[src/rtl/systolic_west_feeder_if.sv]
// rtl/systolic_west_feeder_if.sv - activation-vector handshake between buffer and west feeder
// Master drives the vector; slave (the feeder) returns ready.
interface systolic_west_feeder_if #(
  parameter int ROWS   = 4,
  parameter int DATA_W = 8
);
  logic                   in_valid;
  logic                   in_ready;
  logic                   in_last;
  logic [ROWS*DATA_W-1:0] in_data;

  modport master (output in_valid, in_data, in_last, input in_ready);
  modport slave  (input in_valid, in_data, in_last, output in_ready);
endinterface

[src/rtl/systolic_west_feeder.sv]
// rtl/systolic_west_feeder.sv - west-edge feeder: diagonal skew of activations and weight-switch wavefront
// Row r sees whatever the FSM produced in cycle T at cycle T+1+r.
module systolic_west_feeder #(
  parameter int ROWS   = 4,
  parameter int DATA_W = 8,
  parameter int CNT_W  = 16
) (
  input  logic                   clk,
  input  logic                   rst_n,
  input  logic                   cmd_start_i,
  input  logic                   cmd_switch_i,
  systolic_west_feeder_if.slave  in_if,
  output logic [ROWS*DATA_W-1:0] row_input_o,
  output logic [ROWS-1:0]        row_valid_o,
  output logic [ROWS-1:0]        row_switch_o,
  output logic                   busy_o,
  output logic                   done_o,
  output logic [CNT_W-1:0]       vec_count_o
);

  localparam int DW = $clog2(ROWS);

  typedef enum logic [1:0] {S_IDLE, S_SWITCH, S_STREAM, S_DRAIN} state_e;

  state_e            state_q;
  logic [DW-1:0]     drain_q;
  logic [CNT_W-1:0]  vec_count_q;
  logic              done_q;
  logic [ROWS-1:0]   valid_q;
  logic [ROWS-1:0]   switch_q;
  logic              accept;
  logic              switch_d;

  assign in_if.in_ready = (state_q == S_STREAM);
  assign accept         = in_if.in_valid && (state_q == S_STREAM);
  assign switch_d       = (state_q == S_SWITCH);
  assign busy_o         = (state_q != S_IDLE);
  assign done_o         = done_q;
  assign vec_count_o    = vec_count_q;
  assign row_valid_o    = valid_q;
  assign row_switch_o   = switch_q;

  always_ff @(posedge clk or negedge rst_n) begin
    if (!rst_n) begin
      state_q     <= S_IDLE;
      drain_q     <= '0;
      vec_count_q <= '0;
      done_q      <= 1'b0;
    end else begin
      done_q <= 1'b0;
      case (state_q)
        S_IDLE: begin
          if (cmd_start_i) begin
            vec_count_q <= '0;
            state_q     <= cmd_switch_i ? S_SWITCH : S_STREAM;
          end
        end
        S_SWITCH: state_q <= S_STREAM;
        S_STREAM: begin
          if (accept) begin
            if (vec_count_q != '1) vec_count_q <= vec_count_q + 1'b1;
            if (in_if.in_last) begin
              drain_q <= DW'(ROWS - 1);
              state_q <= S_DRAIN;
            end
          end
        end
        S_DRAIN: begin
          // done is registered, so raise it one cycle early to land when the counter reads 0
          if (drain_q == '0) begin
            state_q <= S_IDLE;
          end else begin
            drain_q <= drain_q - 1'b1;
            if (drain_q == DW'(1)) done_q <= 1'b1;
          end
        end
        default: state_q <= S_IDLE;
      endcase
    end
  end

  always_ff @(posedge clk or negedge rst_n) begin
    if (!rst_n) begin
      valid_q  <= '0;
      switch_q <= '0;
    end else begin
      valid_q  <= {valid_q[ROWS-2:0], accept};
      switch_q <= {switch_q[ROWS-2:0], switch_d};
    end
  end

  // Each row keeps only its own lane, delayed by r+1 registers
  for (genvar r = 0; r < ROWS; r++) begin : g_row
    logic [DATA_W-1:0] lane_q [r+1];

    always_ff @(posedge clk or negedge rst_n) begin
      if (!rst_n) begin
        for (int k = 0; k <= r; k++) lane_q[k] <= '0;
      end else begin
        lane_q[0] <= accept ? in_if.in_data[r*DATA_W +: DATA_W] : '0;
        for (int k = 1; k <= r; k++) lane_q[k] <= lane_q[k-1];
      end
    end

    assign row_input_o[r*DATA_W +: DATA_W] = lane_q[r];
  end

endmodule

[src/flat_wrapper.sv]
// flat-port wrapper written by rule: the top's interface ports become plain ports
module systolic_west_feeder_flat 
#(
  parameter int ROWS   = 4,
  parameter int DATA_W = 8,
  parameter int CNT_W  = 16
)
  (clk, rst_n, cmd_start_i, cmd_switch_i, row_input_o, row_valid_o, row_switch_o, busy_o, done_o, vec_count_o, in_if_in_valid, in_if_in_data, in_if_in_last, in_if_in_ready);
  systolic_west_feeder_if #(.ROWS(ROWS), .DATA_W(DATA_W)) in_if_i ();
  input  logic clk;
  input  logic rst_n;
  input  logic cmd_start_i;
  input  logic cmd_switch_i;
  output logic [ROWS*DATA_W-1:0] row_input_o;
  output logic [ROWS-1:0] row_valid_o;
  output logic [ROWS-1:0] row_switch_o;
  output logic busy_o;
  output logic done_o;
  output logic [CNT_W-1:0] vec_count_o;
  input wire logic [$bits(in_if_i.in_valid)-1:0] in_if_in_valid;
  input wire logic [$bits(in_if_i.in_data)-1:0] in_if_in_data;
  input wire logic [$bits(in_if_i.in_last)-1:0] in_if_in_last;
  output wire logic [$bits(in_if_i.in_ready)-1:0] in_if_in_ready;
  assign in_if_i.in_valid = in_if_in_valid;
  assign in_if_i.in_data = in_if_in_data;
  assign in_if_i.in_last = in_if_in_last;
  assign in_if_in_ready = in_if_i.in_ready;
  systolic_west_feeder #(.ROWS(ROWS), .DATA_W(DATA_W), .CNT_W(CNT_W)) u_core (.clk(clk), .rst_n(rst_n), .cmd_start_i(cmd_start_i), .cmd_switch_i(cmd_switch_i), .in_if(in_if_i), .row_input_o(row_input_o), .row_valid_o(row_valid_o), .row_switch_o(row_switch_o), .busy_o(busy_o), .done_o(done_o), .vec_count_o(vec_count_o));
endmodule
[config.mk]
export PLATFORM = sky130hd
export DESIGN_NAME = systolic_west_feeder_flat
export DESIGN_NICKNAME = d
export VERILOG_FILES = /design/src/rtl/systolic_west_feeder_if.sv /design/src/rtl/systolic_west_feeder.sv /design/src/flat_wrapper.sv
export SDC_FILE = /design/constraint.sdc
export NUM_CORES = 1
export LEC_CHECK = 0
export ABC_AREA = 1
export CORE_MARGIN = 2
export CORE_UTILIZATION = 44
export CTS_CLUSTER_DIAMETER = 60
export DETAILED_ROUTE_END_ITERATION = 8
export GPL_TIMING_DRIVEN = 0
export PLACE_DENSITY_LB_ADDON = 0.08
export SLEW_MARGIN = 20
export SYNTH_ARGS = -nofsm -noshare
export SYNTH_HDL_FRONTEND = slang
export SYNTH_SLANG_ARGS = --single-unit
[constraint.sdc]
create_clock -name clk -period 1.52 [get_ports clk]
set_input_delay 0.304 -clock clk [delete_from_list [all_inputs] [get_ports clk]]
set_output_delay 0.304 -clock clk [all_outputs]
set_load 0.01 [all_outputs]
# Word-level counts from Yosys, hierarchy flattened
# Index checks and enable logic that the tools add are counted.
dict set report op_classes {
  n_reduce_logical 9
  add_sub_neg 2
  n_eq_ne 11
  n_mux 19
}
# operator count
set op_table {}
lappend op_table {{$mux 16} 3}
lappend op_table {{$mux 8} 4}
lappend op_table {{$pmux 16 s2} 1}
lappend op_table {{$add 16x1->16 const B} 1}
lappend op_table {{$ne 16x16->1 const B} 1}
lappend op_table {{$mux 2} 6}
lappend op_table {{$reduce_and 4->1} 3}
lappend op_table {{$pmux 2 s4} 1}
lappend op_table {{$ne 2x1->1 const B} 3}
lappend op_table {{$ne 2x2->1 const B} 3}
lappend op_table {{$reduce_bool 2->1} 3}
lappend op_table {{$eq 2x1->1 const B} 2}
lappend op_table {{$eq 2x2->1 const B} 2}
lappend op_table {{$logic_not 2->1} 2}
lappend op_table {{$pmux 2 s2} 1}
lappend op_table {{$mux 1} 3}
lappend op_table {{$sub 2x1->2 const B} 1}
lappend op_table {{$logic_and 1x1->1} 1}
dict set report totals {
  ff_bits 109
  word_cells 57
}

# Logic depth before layout (Yosys ltp)
# Gate-level depths: netlist of run 1.
dict set report logic_depth {
  depth_word 4
  depth_mapped 10
  ltp_nobuf 9
}

# Worst setup path before layout of run 1
# Ideal clock, no wire load.
dict set report synth_timing {
  kind {reg-to-reg}
  start {register u_core.state_q[0]}
  end {register u_core.vec_count_q[11], in the netlist u_core.vec_count_o[11]}
  path_slack_ns -0.059
  arrival_ns 1.500
  path_buffers 2
  stages_incl_launch_ff 11
  setup_time_ns 0.079
  path_cell_list {dfrtp_1 > inv_1 > ha_1 > buf_4 > nand2_1 > nor2_2 > nand4_4 > nand3_2 > buf_6 > nand2_1 > o21ai_2}
}
dict set report synth_via {
  elab_chain_cells 4
  word_cells_on_any_way 9
  classes_between {eq/ne (4); mux (1); reduce/logical (4)}
}
# element line_no
set synth_rtl {}
lappend synth_rtl {{from (decl)} systolic_west_feeder.sv:25} ;# state_e state_q;
lappend synth_rtl {{from (signal assigned)} systolic_west_feeder.sv:55} ;# state_q <= cmd_switch_i ? S_SWITCH : S_STREAM;
lappend synth_rtl {{$eq 2x2->1 (*)} -}
lappend synth_rtl {{via in_if_in_ready} flat_wrapper.sv:23} ;# output wire logic [$bits(in_if_i.in_ready)-1:0] in_if_in_ready;
lappend synth_rtl {{$logic_and 1x1->1} systolic_west_feeder.sv:35} ;# assign accept = in_if.in_valid && (state_q == S_STREAM);
lappend synth_rtl {{$ne 2x1->1 (no line)} -}
lappend synth_rtl {{$reduce_and 4->1 (no line)} -}
lappend synth_rtl {{to (signal assigned)} systolic_west_feeder.sv:61} ;# if (vec_count_q != '1) vec_count_q <= vec_count_q + 1'b1;
lappend synth_rtl {{to (decl)} systolic_west_feeder.sv:27} ;# logic [CNT_W-1:0] vec_count_q;
# The timed path passes the listed nets; every way through them passes the cells marked *.
# A chain may end at the register's enable or synchronous reset.

# Final worst setup path of run 1
dict set report layout_timing {
  start {register u_core.state_q[1]}
  end {output port in_if_in_ready}
}
dict set report layout_via {
  elab_chain_cells 1
}
# element line_no
set layout_rtl {}
lappend layout_rtl {{$eq 2x2->1} systolic_west_feeder.sv:34} ;# assign in_if.in_ready = (state_q == S_STREAM);
lappend layout_rtl {{to (decl)} flat_wrapper.sv:23}
# Every way passes these cells.

==> summary.md, run 1 <==
| Metric | Value |
|---|---|
| Outcome | `finished, violations left` |
| Failing checks | `setup timing` |
| Top-area cell type share of the netlist area | `66.9%` |
| Crit end category | `primary output` |
| First-pass DRT Iterations | `4` |
| Type of origin of the critical path | `register` |
| Area post-placement | `0.00522 mm^2` |
| Vias in the first global route | `2689` |
| Synth area leader | `dfrtp_1` |
| Slew Limit Headroom | `approximately 76%` |
| Total power | `8.56 mW` |
| CP delay by family, top | `flip-flops` |
| Starting DRT DRC Count | `between 60 and 70` |
| Die Ht | `~100 um` |
| TritonCTS buffer count | `9` |
| Clock root cell | `clkbuf_8` |
| Cells after Synth | `between 300 and 400` |
| Clk sinks | `~110` |
| Sw frac | `33.6%` |
| CP arrival | `between 1000 and 1500 ps` |
| Worst hold path type | `register to register` |
| Synth Cell Area | `~0.0041 mm^2` |
| CP Data Required Time | `between 1000 and 1500 ps` |
| Seq pwr share | `around 42%` |
| Final setup viols | `20` |
| Worst vdd rail ir drop | `a little under 0.0009 V` |
| Fmax achieved | `between 0.6 and 0.7 GHz` |
| Port buffer count | `96` |
| Total grt overflow | `0` |
| Met3 wire len | `289 um` |
| Worst R2R Start | `u_core.state_q[0]$_DFFE_PN0P_` |
| Vias after detailed routing | `roughly 2800` |
| Sequential share of the synthesized area | `between 60% and 70%` |
| Crit Path Max Fanout | `2` |
| Initial Util | `between 40 and 50%` |
| Nets@finish | `approximately 560` |
| Post-route cell area | `0.00587 mm^2` |
| Die X | `~100 um` |
| Met1 Wirelength | `3.27 mm` |
| PnR worst setup slack | `-92.5 ps` |
| Top sig layer | `met4` |
| Hold_sp | `u_core.g_row[3].lane_q[13]$_DFF_PN0_` |
| CTS tree | `done` |
| First-pass GRT wire length | `about 13 mm` |
| Power per Cell Area | `~1500 mW/mm^2` |
| H-tree Lvls | `3` |
| Layout cells sized above 1 | `a little under a third` |
| Critical path's largest stage delay | `between 400 and 500 ps` |
| Critical path startpoint | `u_core.state_q[1]$_DFFE_PN0P_` |
| WL final | `just under 8 mm` |
| I/O pins | `97` |
| Initial antenna violation count | `0` |
| Synth Net Count | `411` |
| Most common cell on crit path | `buf_6` |
| Final Skew | `roughly 13 ps` |
| Row Count | `35` |
| Worst-Margin Slew | `around 360 ps` |
| Clock power share | `20.0%` |
| Placed cell count | `approximately 570` |
| Internal power | `roughly 5.7 mW` |
| Unrepaired setup endpoints after global routing | `yes` |
| Post-synthesis register bit count | `around 110` |
| WS Path Type | `register to primary output` |
| Largest net degree at the start of global routing | `73` |
| Full die area | `~0.010 mm^2` |
| DR WL/cell | `approximately 12 um` |
| Max_cap viols | `0` |
| Psw | `~2.9 mW` |
| Gpl congestion | `about 0.79` |
| Diode count | `0` |
| Vias/cell | `between 4 and 5` |
| Yosys warning count | `0` |
| Met2 Wirelength | `4.09 mm` |
| Tot GR Track Use | `between 10% and 20%` |
| Pins over their slew limit | `0` |
| Setup_tns | `-642 ps` |
| P&R area growth vs syn | `44.1%` |
| Critical-path cell list | `buf_6, ha_4, buf_4, buf_6` |
| Power share of the combinational group | `37.8%` |
| Non-Filler Instances | `approximately 630` |
| Synth top area cells | `dfrtp_1, nand2_1, inv_1` |
| Routed Antenna Nets | `0` |
| Post-DP HPWL | `4.92 mm` |
| Clk slew on worst S/H paths | `approximately 110 ps` |
| Netlist cell types | `24` |
| Core area | `~0.009 mm^2` |
| Period Utilization, post-route | `106%` |
| Tmin final | `approximately 1600 ps` |
| Clk buf depth | `2` |
| Pleak | `~3.2 nW` |
| Skew-Pair Late Insertion Delay | `~360 ps` |
| Final hold vios | `0` |
| CP Buf/Inv Count | `3` |
| Slowest CP cell | `dfrtp_1` |
| Avg Cell Area, Syn | `between 10 and 15 um^2` |
| Post-route DRC | `0` |
[repair_timing]
action | CTS | global route
hold buffers | 1 | 0
buffers inserted | 23 | 12
hold endpoints to repair | 37 | 0
gates resized for setup | 115 | 23
pin swaps | 6 | 9
setup endpoints to repair | 109 | 52
cloned | 2 | 1
[worst reg2reg max path, cell delays in order, from the launching register on]
cell and delay (ps):
dfrtp_1 410, inv_2 100, ha_4 150, buf_8 130
nand2_4 60, nor2_4 110, nand4_4 120, nand3_4 160
clkbuf_16 170, o21ai_2 50
[per-stage QoR]
| step | util [%] | setup WS (ps) | hold slack [ps] |
|---|---|---|---|
| 3_5_place_dp | 57.3 | -231 | 228 |
| 5_1_grt | 64.5 | -158 | 348 |
| 4_1_cts | 62.4 | -63.2 | 343 |
| 2_1_floorplan | - | 38.8 | 8.41 |
| 3_3_place_gp | 57.0 | -3870 | 331 |
| 6_report | 64.5 | -92.5 | 348 |
[flip-flops by register name (all words and copies together) (netlist names)]
| register | cells |
|---|---|
| u_core.vec_count_o | 16 |
| u_core.drain_q | 2 |
| u_core.done_o | 1 |
| u_core.row_input_o | 24 |
| u_core.row_valid_o | 4 |
| u_core.state_q | 2 |
| u_core.g_row.lane_q | 56 |
| u_core.row_switch_o | 4 |
[per-layer routing]
metal	vias to the layer above	global-route usage, %
li1	1379	-
met5	-	0
met4	0	5.80
met2	54	28.0
met1	1322	20.2
met3	10	3.06
[worst paths after layout]
path / endpoint / slack, ps / cells past startpoint
worst max-delay path: in_if_in_ready / -90 / 4
worst min-delay path: u_core.row_input_o[29]$_DFF_PN0_ / 350 / 0
worst max register to register: u_core.vec_count_o[2]$_DFFE_PN0P_ / -50 / 9
worst min register to register: u_core.row_input_o[29]$_DFF_PN0_ / 350 / 0
max in group asynchronous: u_core.vec_count_o[2]$_DFFE_PN0P_ / 440 / 3
min in group asynchronous: u_core.g_row[0].lane_q[4]$_DFF_PN0_ / 400 / 2
[kinds of logic (layout without fill, tap and decap cells)]
family | after synthesis | count (layout) | synth area share, %
buf+inv | 85 | 236 | 10.5
xor+xnor | 3 | 3 | 0.645
simple gates | 129 | 130 | 14.2
flops | 109 | 109 | 66.9
compound gates | 31 | 31 | 5.28
fa+ha+maj | 8 | 8 | 2.46
[placed cells by master, fill, tap and decap left out, types with 2 or more instances in the layout]
master | netlist | routed
a21oi_1 | 6 | 5
buf_4 | 25 | 54
buf_6 | 2 | 9
buf_8 | 0 | 2
clkbuf_4 | 0 | 3
clkbuf_8 | 0 | 9
clkdlybuf4s50_1 | 0 | 36
clkinv_4 | 0 | 2
clkinvlp_4 | 0 | 2
dfrtp_1 | 109 | 102
dfrtp_2 | 0 | 7
dlygate4sd2_1 | 0 | 57
ha_1 | 8 | 4
ha_4 | 0 | 3
inv_1 | 55 | 50
inv_2 | 0 | 4
inv_8 | 0 | 3
nand2_1 | 57 | 39
nand2_2 | 3 | 16
nand2_4 | 0 | 5
nand3_1 | 8 | 8
nand3_4 | 0 | 3
nand4_1 | 5 | 5
nor2_1 | 45 | 41
nor2_2 | 2 | 4
nor2_4 | 3 | 5
o21ai_0 | 8 | 5
o21ai_2 | 14 | 16
o21bai_1 | 3 | 3
xor2_1 | 2 | 2
[cell usage after synthesis, drive strengths merged]
cell type  number
clkbuf          3
nor2           50
inv            55
nand2          60
nor3            1
a21oi           6
nand4           6
ha              8
buf            27
dfrtp         109
xnor2           1
nand3b          1
o21bai          3
or2             1
nand3          10
xor2            2
o21ai          22
[final cells by class]
cell class	count	area, um^2
inverter	55	210
tap	111	139
clock inverter	7	75.1
clock buffer	9	124
timing repair buffer	135	1240
multi-input combinational	172	1100
sequential	109	2740
buffer	30	244
fill	776	3240
[power groups by stage]
| stage | registers, mW | logic [mW] | clock network (mW) |
|---|---|---|---|
| 3_3_place_gp | 3.71 | 2.22 | 0 |
| 3_5_place_dp | 3.73 | 2.29 | 0 |
| 2_1_floorplan | 3.75 | 1.19 | 0 |
| 5_1_grt | 3.67 | 3.51 | 1.88 |
| 4_1_cts | 3.62 | 2.78 | 1.77 |
| 6_report | 3.61 | 3.24 | 1.71 |
Power figures use the tool's default switching activity.
==> run 2: changes to the inputs <==
--- a/config.mk
+++ b/config.mk
@@ -12,7 +12,6 @@
 export DETAILED_ROUTE_END_ITERATION = 8
 export GPL_TIMING_DRIVEN = 0
 export PLACE_DENSITY_LB_ADDON = 0.08
-export SLEW_MARGIN = 20
 export SYNTH_ARGS = -nofsm -noshare
 export SYNTH_HDL_FRONTEND = slang
 export SYNTH_SLANG_ARGS = --single-unit
==> run 2 against run 1 <==
Compared with the run above:
- the run still ends with setup timing left
- clock skew shrank 3.1 ps
- sequential power is essentially flat
- core utilization shrank 1.1 points
- combinational power shrank 12%
- global-route usage grew 0.38 points
- critical path depth grew 6
- routed wire length shrank 1.6%
- clock-buffer cell count is the same
- hold slack gained 8.7 ps
==> summary.md, run 2 (synthesis gave the netlist of run 1 again) <==
| Metric | Value |
|---|---|
| Tmin final | `between 1500 and 2000 ps` |
| Commonest cells after routing, fill and taps aside | `dfrtp_1, dlygate4sd2_1, inv_1, buf_4` |
| Final hold vios | `0` |
| Unrepaired setup endpoints after global routing | `yes` |
| Seq pwr share | `43.3%` |
| Final Skew | `between 9 and 10 ps` |
| First-pass DRT Iterations | `4` |
| Vias in the first global route | `2664` |
| Slew Limit Headroom | `between 60 and 70%` |
| Non-Filler Instances | `just over 600` |
| Clock power share | `22.3%` |
| Clk slew on worst S/H paths | `between 100 and 150 ps` |
| WL final | `approximately 7.6 mm` |
| Layout cells sized above 1 | `approximately 28%` |
| Full die area | `around 0.010 mm^2` |
| DR WL/cell | `approximately 12 um` |
| Starting DRT DRC Count | `50` |
| Vias/cell | `4.45` |
| Clk buf depth | `2` |
| Pleak | `about 3.1 nW` |
| Period Utilization, post-route | `103%` |
| Fmax achieved | `approximately 0.64 GHz` |
| Tot GR Track Use | `around 17%` |
| Crit end category | `register` |
| Outcome | `finished, violations left` |
| Skew-Pair Late Insertion Delay | `around 360 ps` |
| Area of the multi-input gates | `between 0.001 and 0.0015 mm^2` |
| TritonCTS buffer count | `9` |
| Die X | `between 100 and 150 um` |
| Largest net degree at the start of global routing | `73` |
| Routed Antenna Nets | `0` |
| CTS tree | `done` |
| Power per Cell Area | `1440 mW/mm^2` |
| Clk sinks | `about 110` |
| Worst vdd rail ir drop | `0.000908 V` |
| CP Data Required Time | `approximately 1800 ps` |
| # fillers | `between 700 and 800` |
| Largest register FFs | `56` |
| Port buffer count | `96` |
| Initial antenna violation count | `0` |
| Internal power | `about 5.6 mW` |
| Clock root cell | `clkbuf_8` |
| Post-DP HPWL | `between 4 and 5 mm` |
| Failing checks | `setup timing` |
| Nets@finish | `between 500 and 600` |
| PnR worst setup slack | `-46.3 ps` |
| H-tree Lvls | `3` |
| Diode count | `0` |
| I/O pins | `97` |
| Max_cap viols | `0` |
| Row Count | `35` |
| Worst-Margin Slew | `490 ps` |
| Pins over their slew limit | `0` |
| Biggest register | `u_core.g_row.lane_q` |
| Power share of the combinational group | `between 30% and 40%` |
| Sw frac | `roughly a third` |
| Psw | `between 2 and 3 mW` |
| Final setup viols | `20` |
| CP arrival | `about 1800 ps` |
| Die Ht | `around 100 um` |
| Vias after detailed routing | `~2800` |
| Initial Util | `roughly 45%` |
| Crit Path Max Fanout | `7` |
| Most common cell after layout, fill and taps aside | `dfrtp_1` |
| Worst hold path type | `register to register` |
| First-pass GRT wire length | `13.0 mm` |
| Post-route DRC | `0` |
| Total grt overflow | `0` |
| Hold Slack | `approximately 360 ps` |
| Placed cell count | `573` |
| P&R area growth vs syn | `41.6%` |
| Core area | `a little over 0.009 mm^2` |
| WS Path Type | `register to register` |
| Reg area | `about 0.0027 mm^2` |
| Type of origin of the critical path | `register` |
| Gpl congestion | `~0.8` |
run 2: final cells by class:
cell class,count,share of cell area (%)
sequential,109,47.4
timing repair buffer,125,19.7
multi-input combinational,172,18.7
buffer,30,4.31
inverter,55,3.64
tap,111,2.41
clock buffer,9,2.15
clock inverter,7,1.76
run 2: timing repair:
action                                  4_1_cts  5_1_grt
cloned                                        2        0
pin swaps                                     7        6
endpoints found under the setup margin      109       52
hold buffers                                  1        0
gates resized for setup                     118       13
endpoints found under the hold margin        37        0
buffers inserted                             25        1
run 2: path summary, 6_finish.rpt:
path | from | endpoint | slack (ps) | cells past startpoint
max in group asynchronous | rst_n | u_core.vec_count_o[2]$_DFFE_PN0P_ | 360 | 3
min in group asynchronous | rst_n | u_core.g_row[0].lane_q[4]$_DFF_PN0_ | 440 | 2
min | u_core.g_row[2].lane_q[8]$_DFF_PN0_ | u_core.row_input_o[16]$_DFF_PN0_ | 360 | 0
max reg2reg | u_core.state_q[1]$_DFFE_PN0P_ | u_core.state_q[1]$_DFFE_PN0P_ | -50 | 10
max | u_core.state_q[1]$_DFFE_PN0P_ | u_core.state_q[1]$_DFFE_PN0P_ | -50 | 10
min reg2reg | u_core.g_row[2].lane_q[8]$_DFF_PN0_ | u_core.row_input_o[16]$_DFF_PN0_ | 360 | 0
run 2: power groups by stage:
stage                     sequential, mW  clock [mW]  combinational (mW)
final                               3.61        1.86                2.86
after global routing                3.67        2.06                3.11
after CTS                           3.62        1.93                2.79
after detailed placement            3.73           0                2.29
after global placement              3.71           0                2.22
after floorplan                     3.75           0                1.19
run 2: per-stage QoR:
stage	util (%)	area (um^2)	worst slack (ps)	setup TNS (ps)	power, mW
3_5_place_dp	57.2	5210	-228	-6470	6.01
3_3_place_gp	57.0	5190	-3870	-426360	5.93
6_report	63.4	5770	-46.3	-463	8.34
5_1_grt	63.4	5770	-109	-3450	8.84
4_1_cts	62.9	5730	-37.4	-421	8.33
2_1_floorplan	-	4090	38.8	0	4.95
run 2: critical path, cell delays in order, from the launching register on:
cell and delay (ps):
dfrtp_1 420, buf_6 140, ha_4 160, buf_8 130
nand2_4 50, o21ai_2 50, inv_2 100, buf_6 100
nand3b_1 130, nor2_1 140, a21oi_1 50
run 2: layer usage:
metal	global-route usage, %	vias up	share of wire (%)
li1	-	1360	-
met1	21.7	1325	43
met2	28.2	60	53
met3	2.51	7	3.3
met4	5.58	0	1.1
met5	0	-	0
==> run 3: changes to the inputs <==
--- a/config.mk
+++ b/config.mk
@@ -12,6 +12,7 @@
 export DETAILED_ROUTE_END_ITERATION = 8
 export GPL_TIMING_DRIVEN = 0
 export PLACE_DENSITY_LB_ADDON = 0.08
+export SKIP_LAST_GASP = 1
 export SYNTH_ARGS = -nofsm -noshare
 export SYNTH_HDL_FRONTEND = slang
 export SYNTH_SLANG_ARGS = --single-unit
==> run 3 against run 2 <==
Compared with the run above:
- the run still ends with setup timing left
- core utilization grew 0.58 points
- cell count grew 0.65%
- register-to-register slack is essentially flat
- total power grew 2.3%
- clock skew is essentially flat
- first-iteration DRC count is the same
- via count shrank 0.25%
- largest power group unchanged
==> summary.md, run 3 (synthesis gave the netlist of run 1 again) <==
| Metric | Value |
|---|---|
| R2R setup slack | `-50 ps` |
| PnR worst setup slack | `-91.1 ps` |
| Total grt overflow | `0` |
| Worst hold path type | `register to register` |
| Pins over their slew limit | `0` |
| CP Data Required Time | `about 1200 ps` |
| Clk slew on worst S/H paths | `around 110 ps` |
| Worst-Margin Slew | `between 400 and 500 ps` |
| Largest net degree at the start of global routing | `73` |
| Critical-path cell list | `buf_4, inv_4, ha_2, inv_2, buf_2` |
| Failing checks | `setup timing` |
| Hold_sp | `u_core.g_row[2].lane_q[13]$_DFF_PN0_` |
| Hold Slack | `approximately 360 ps` |
| Post-route cell area | `0.00583 mm^2` |
| Starting DRT DRC Count | `50` |
| Pleak | `3.17 nW` |
| CTS tree | `done` |
| Placed cell count | `573` |
| Initial antenna violation count | `0` |
| Tmin final | `~1600 ps` |
| Skew-Pair Late Insertion Delay | `350 ps` |
| Tot GR Track Use | `between 15 and 20%` |
| Layout cells sized above 1 | `28.8%` |
| Crit end category | `primary output` |
| Worst vdd rail ir drop | `0.000954 V` |
| TritonCTS buffer count | `9` |
| Type of origin of the critical path | `register` |
| Capturing point of the worst reg2reg path | `u_core.vec_count_o[9]$_DFFE_PN0P_` |
| Period Utilization, post-route | `106%` |
| Post-DP HPWL | `around 4.9 mm` |
| Worst Reg-to-Reg Cells | `10` |
| Core area | `a little over 0.009 mm^2` |
| Post-route DRC | `0` |
| First-pass GRT wire length | `approximately 13 mm` |
| Vias in the first global route | `about 2700` |
| Row Count | `35` |
| Unrepaired setup endpoints after global routing | `yes` |
| Clock root cell | `clkbuf_8` |
| Diode count | `0` |
| H-tree Lvls | `3` |
| Outcome | `finished, violations left` |
| Gpl congestion | `about 0.79` |
| Final setup viols | `20` |
| Slew Limit Headroom | `between 60% and 70%` |
| Biggest register | `u_core.g_row.lane_q` |
| Most common cell after layout, fill and taps aside | `dfrtp_1` |
| Routed Antenna Nets | `0` |
| WS Path Type | `register to primary output` |
| # fillers | `761` |
| Initial Util | `approximately 45%` |
| Post-layout util | `between 60% and 70%` |
| Critical path's largest stage delay | `410 ps` |
| Clk buf depth | `2` |
| DR WL/cell | `12.3 um` |
| Fmax achieved | `between 0.6 and 0.7 GHz` |
| Setup slack at placement | `-228 ps` |
| I/O pins | `97` |
| Crit Path Max Fanout | `4` |
| Nets@finish | `about 550` |
| WHS Endpoint | `u_core.row_input_o[21]$_DFF_PN0_` |
| Worst R2R Start | `u_core.state_q[0]$_DFFE_PN0P_` |
| Port buffer count | `96` |
| Total power | `8.53 mW` |
| Max_cap viols | `0` |
| Area post-placement | `between 0.005 and 0.006 mm^2` |
| Slowest CP cell | `dfrtp_1` |
| Full die area | `between 0.01 and 0.015 mm^2` |
| CP arrival | `1310 ps` |
| Power per Cell Area | `around 1500 mW/mm^2` |
| Setup_tns | `-695 ps` |
| Final hold vios | `0` |
| Hold Path Stages | `0` |
| Die X | `between 100 and 150 um` |
| Commonest cells after routing, fill and taps aside | `dfrtp_1, dlygate4sd2_1, buf_4, inv_1, nor2_1` |
| Vias/cell | `4.41` |
| Die Ht | `100 um` |
| WL final | `around 7.7 mm` |
| Largest register FFs | `56` |
| Vias after detailed routing | `~2700` |
| Final Skew | `slightly above 10 ps` |
| First-pass DRT Iterations | `4` |
| Clk sinks | `between 100 and 150` |
| P&R area growth vs syn | `42.9%` |
| Non-Filler Instances | `roughly 620` |
run 3: repair_timing:
item | CTS | global route
endpoints found under the hold margin | 37 | 0
resized for setup | 101 | 32
hold buffers | 1 | 0
setup buffers | 25 | 4
pin swaps | 7 | 10
setup endpoints to repair | 109 | 52
gates cloned | 2 | 1
run 3: power by group:
| group | switching, mW | leakage, nW | total [mW] | internal, mW |
|---|---|---|---|---|
| Clock | 1.05 | 0.109 | 1.87 | 0.816 |
| Sequential | 0.186 | 1.46 | 3.61 | 3.42 |
| Combinational | 1.58 | 1.61 | 3.05 | 1.47 |
run 3: metal layers:
layer | up-vias | part of all wire, % | track usage, %
met5 | - | 0 | 0
met4 | 0 | 1.7 | 5.80
met3 | 11 | 3.0 | 2.51
met2 | 55 | 52 | 27.9
met1 | 1308 | 44 | 21.5
li1 | 1371 | - | -
run 3: final cells by class:
type                            instances  area, um^2  share of cell area [%]
Sequential cell                       109        2740                    47.0
Timing Repair Buffer                  129        1180                    20.3
Multi-Input combinational cell        172        1090                    18.7
Buffer                                 30         244                    4.19
Inverter                               55         213                    3.65
Tap cell                              111         139                    2.38
Clock buffer                            9         124                    2.13
Clock inverter                          7         101                    1.74
run 3: how the worst max path moves through the flow:
stage	start	to	slack [ps]
6_report	u_core.state_q[1]$_DFFE_PN0P_	busy_o	-90
4_1_cts	u_core.state_q[0]$_DFFE_PN0P_	busy_o	-150
5_1_grt	u_core.state_q[1]$_DFFE_PN0P_	u_core.vec_count_o[0]$_DFFE_PN0P_	-160
3_3_place_gp	rst_n	u_core.row_input_o[11]$_DFF_PN0_	-3870
3_5_place_dp	in_if_in_valid	u_core.vec_count_o[0]$_DFFE_PN0P_	-230
2_1_floorplan	u_core.state_q[0]$_DFFE_PN0P_	u_core.vec_count_o[11]$_DFFE_PN0P_	40
run 3: worst max-delay path: cells and delay by family, from the launching register on:
kind,cells,cell delay [ps]
flip-flops,1,410
buffers and inverters,4,380
adder cells (fa/ha/maj),1,170
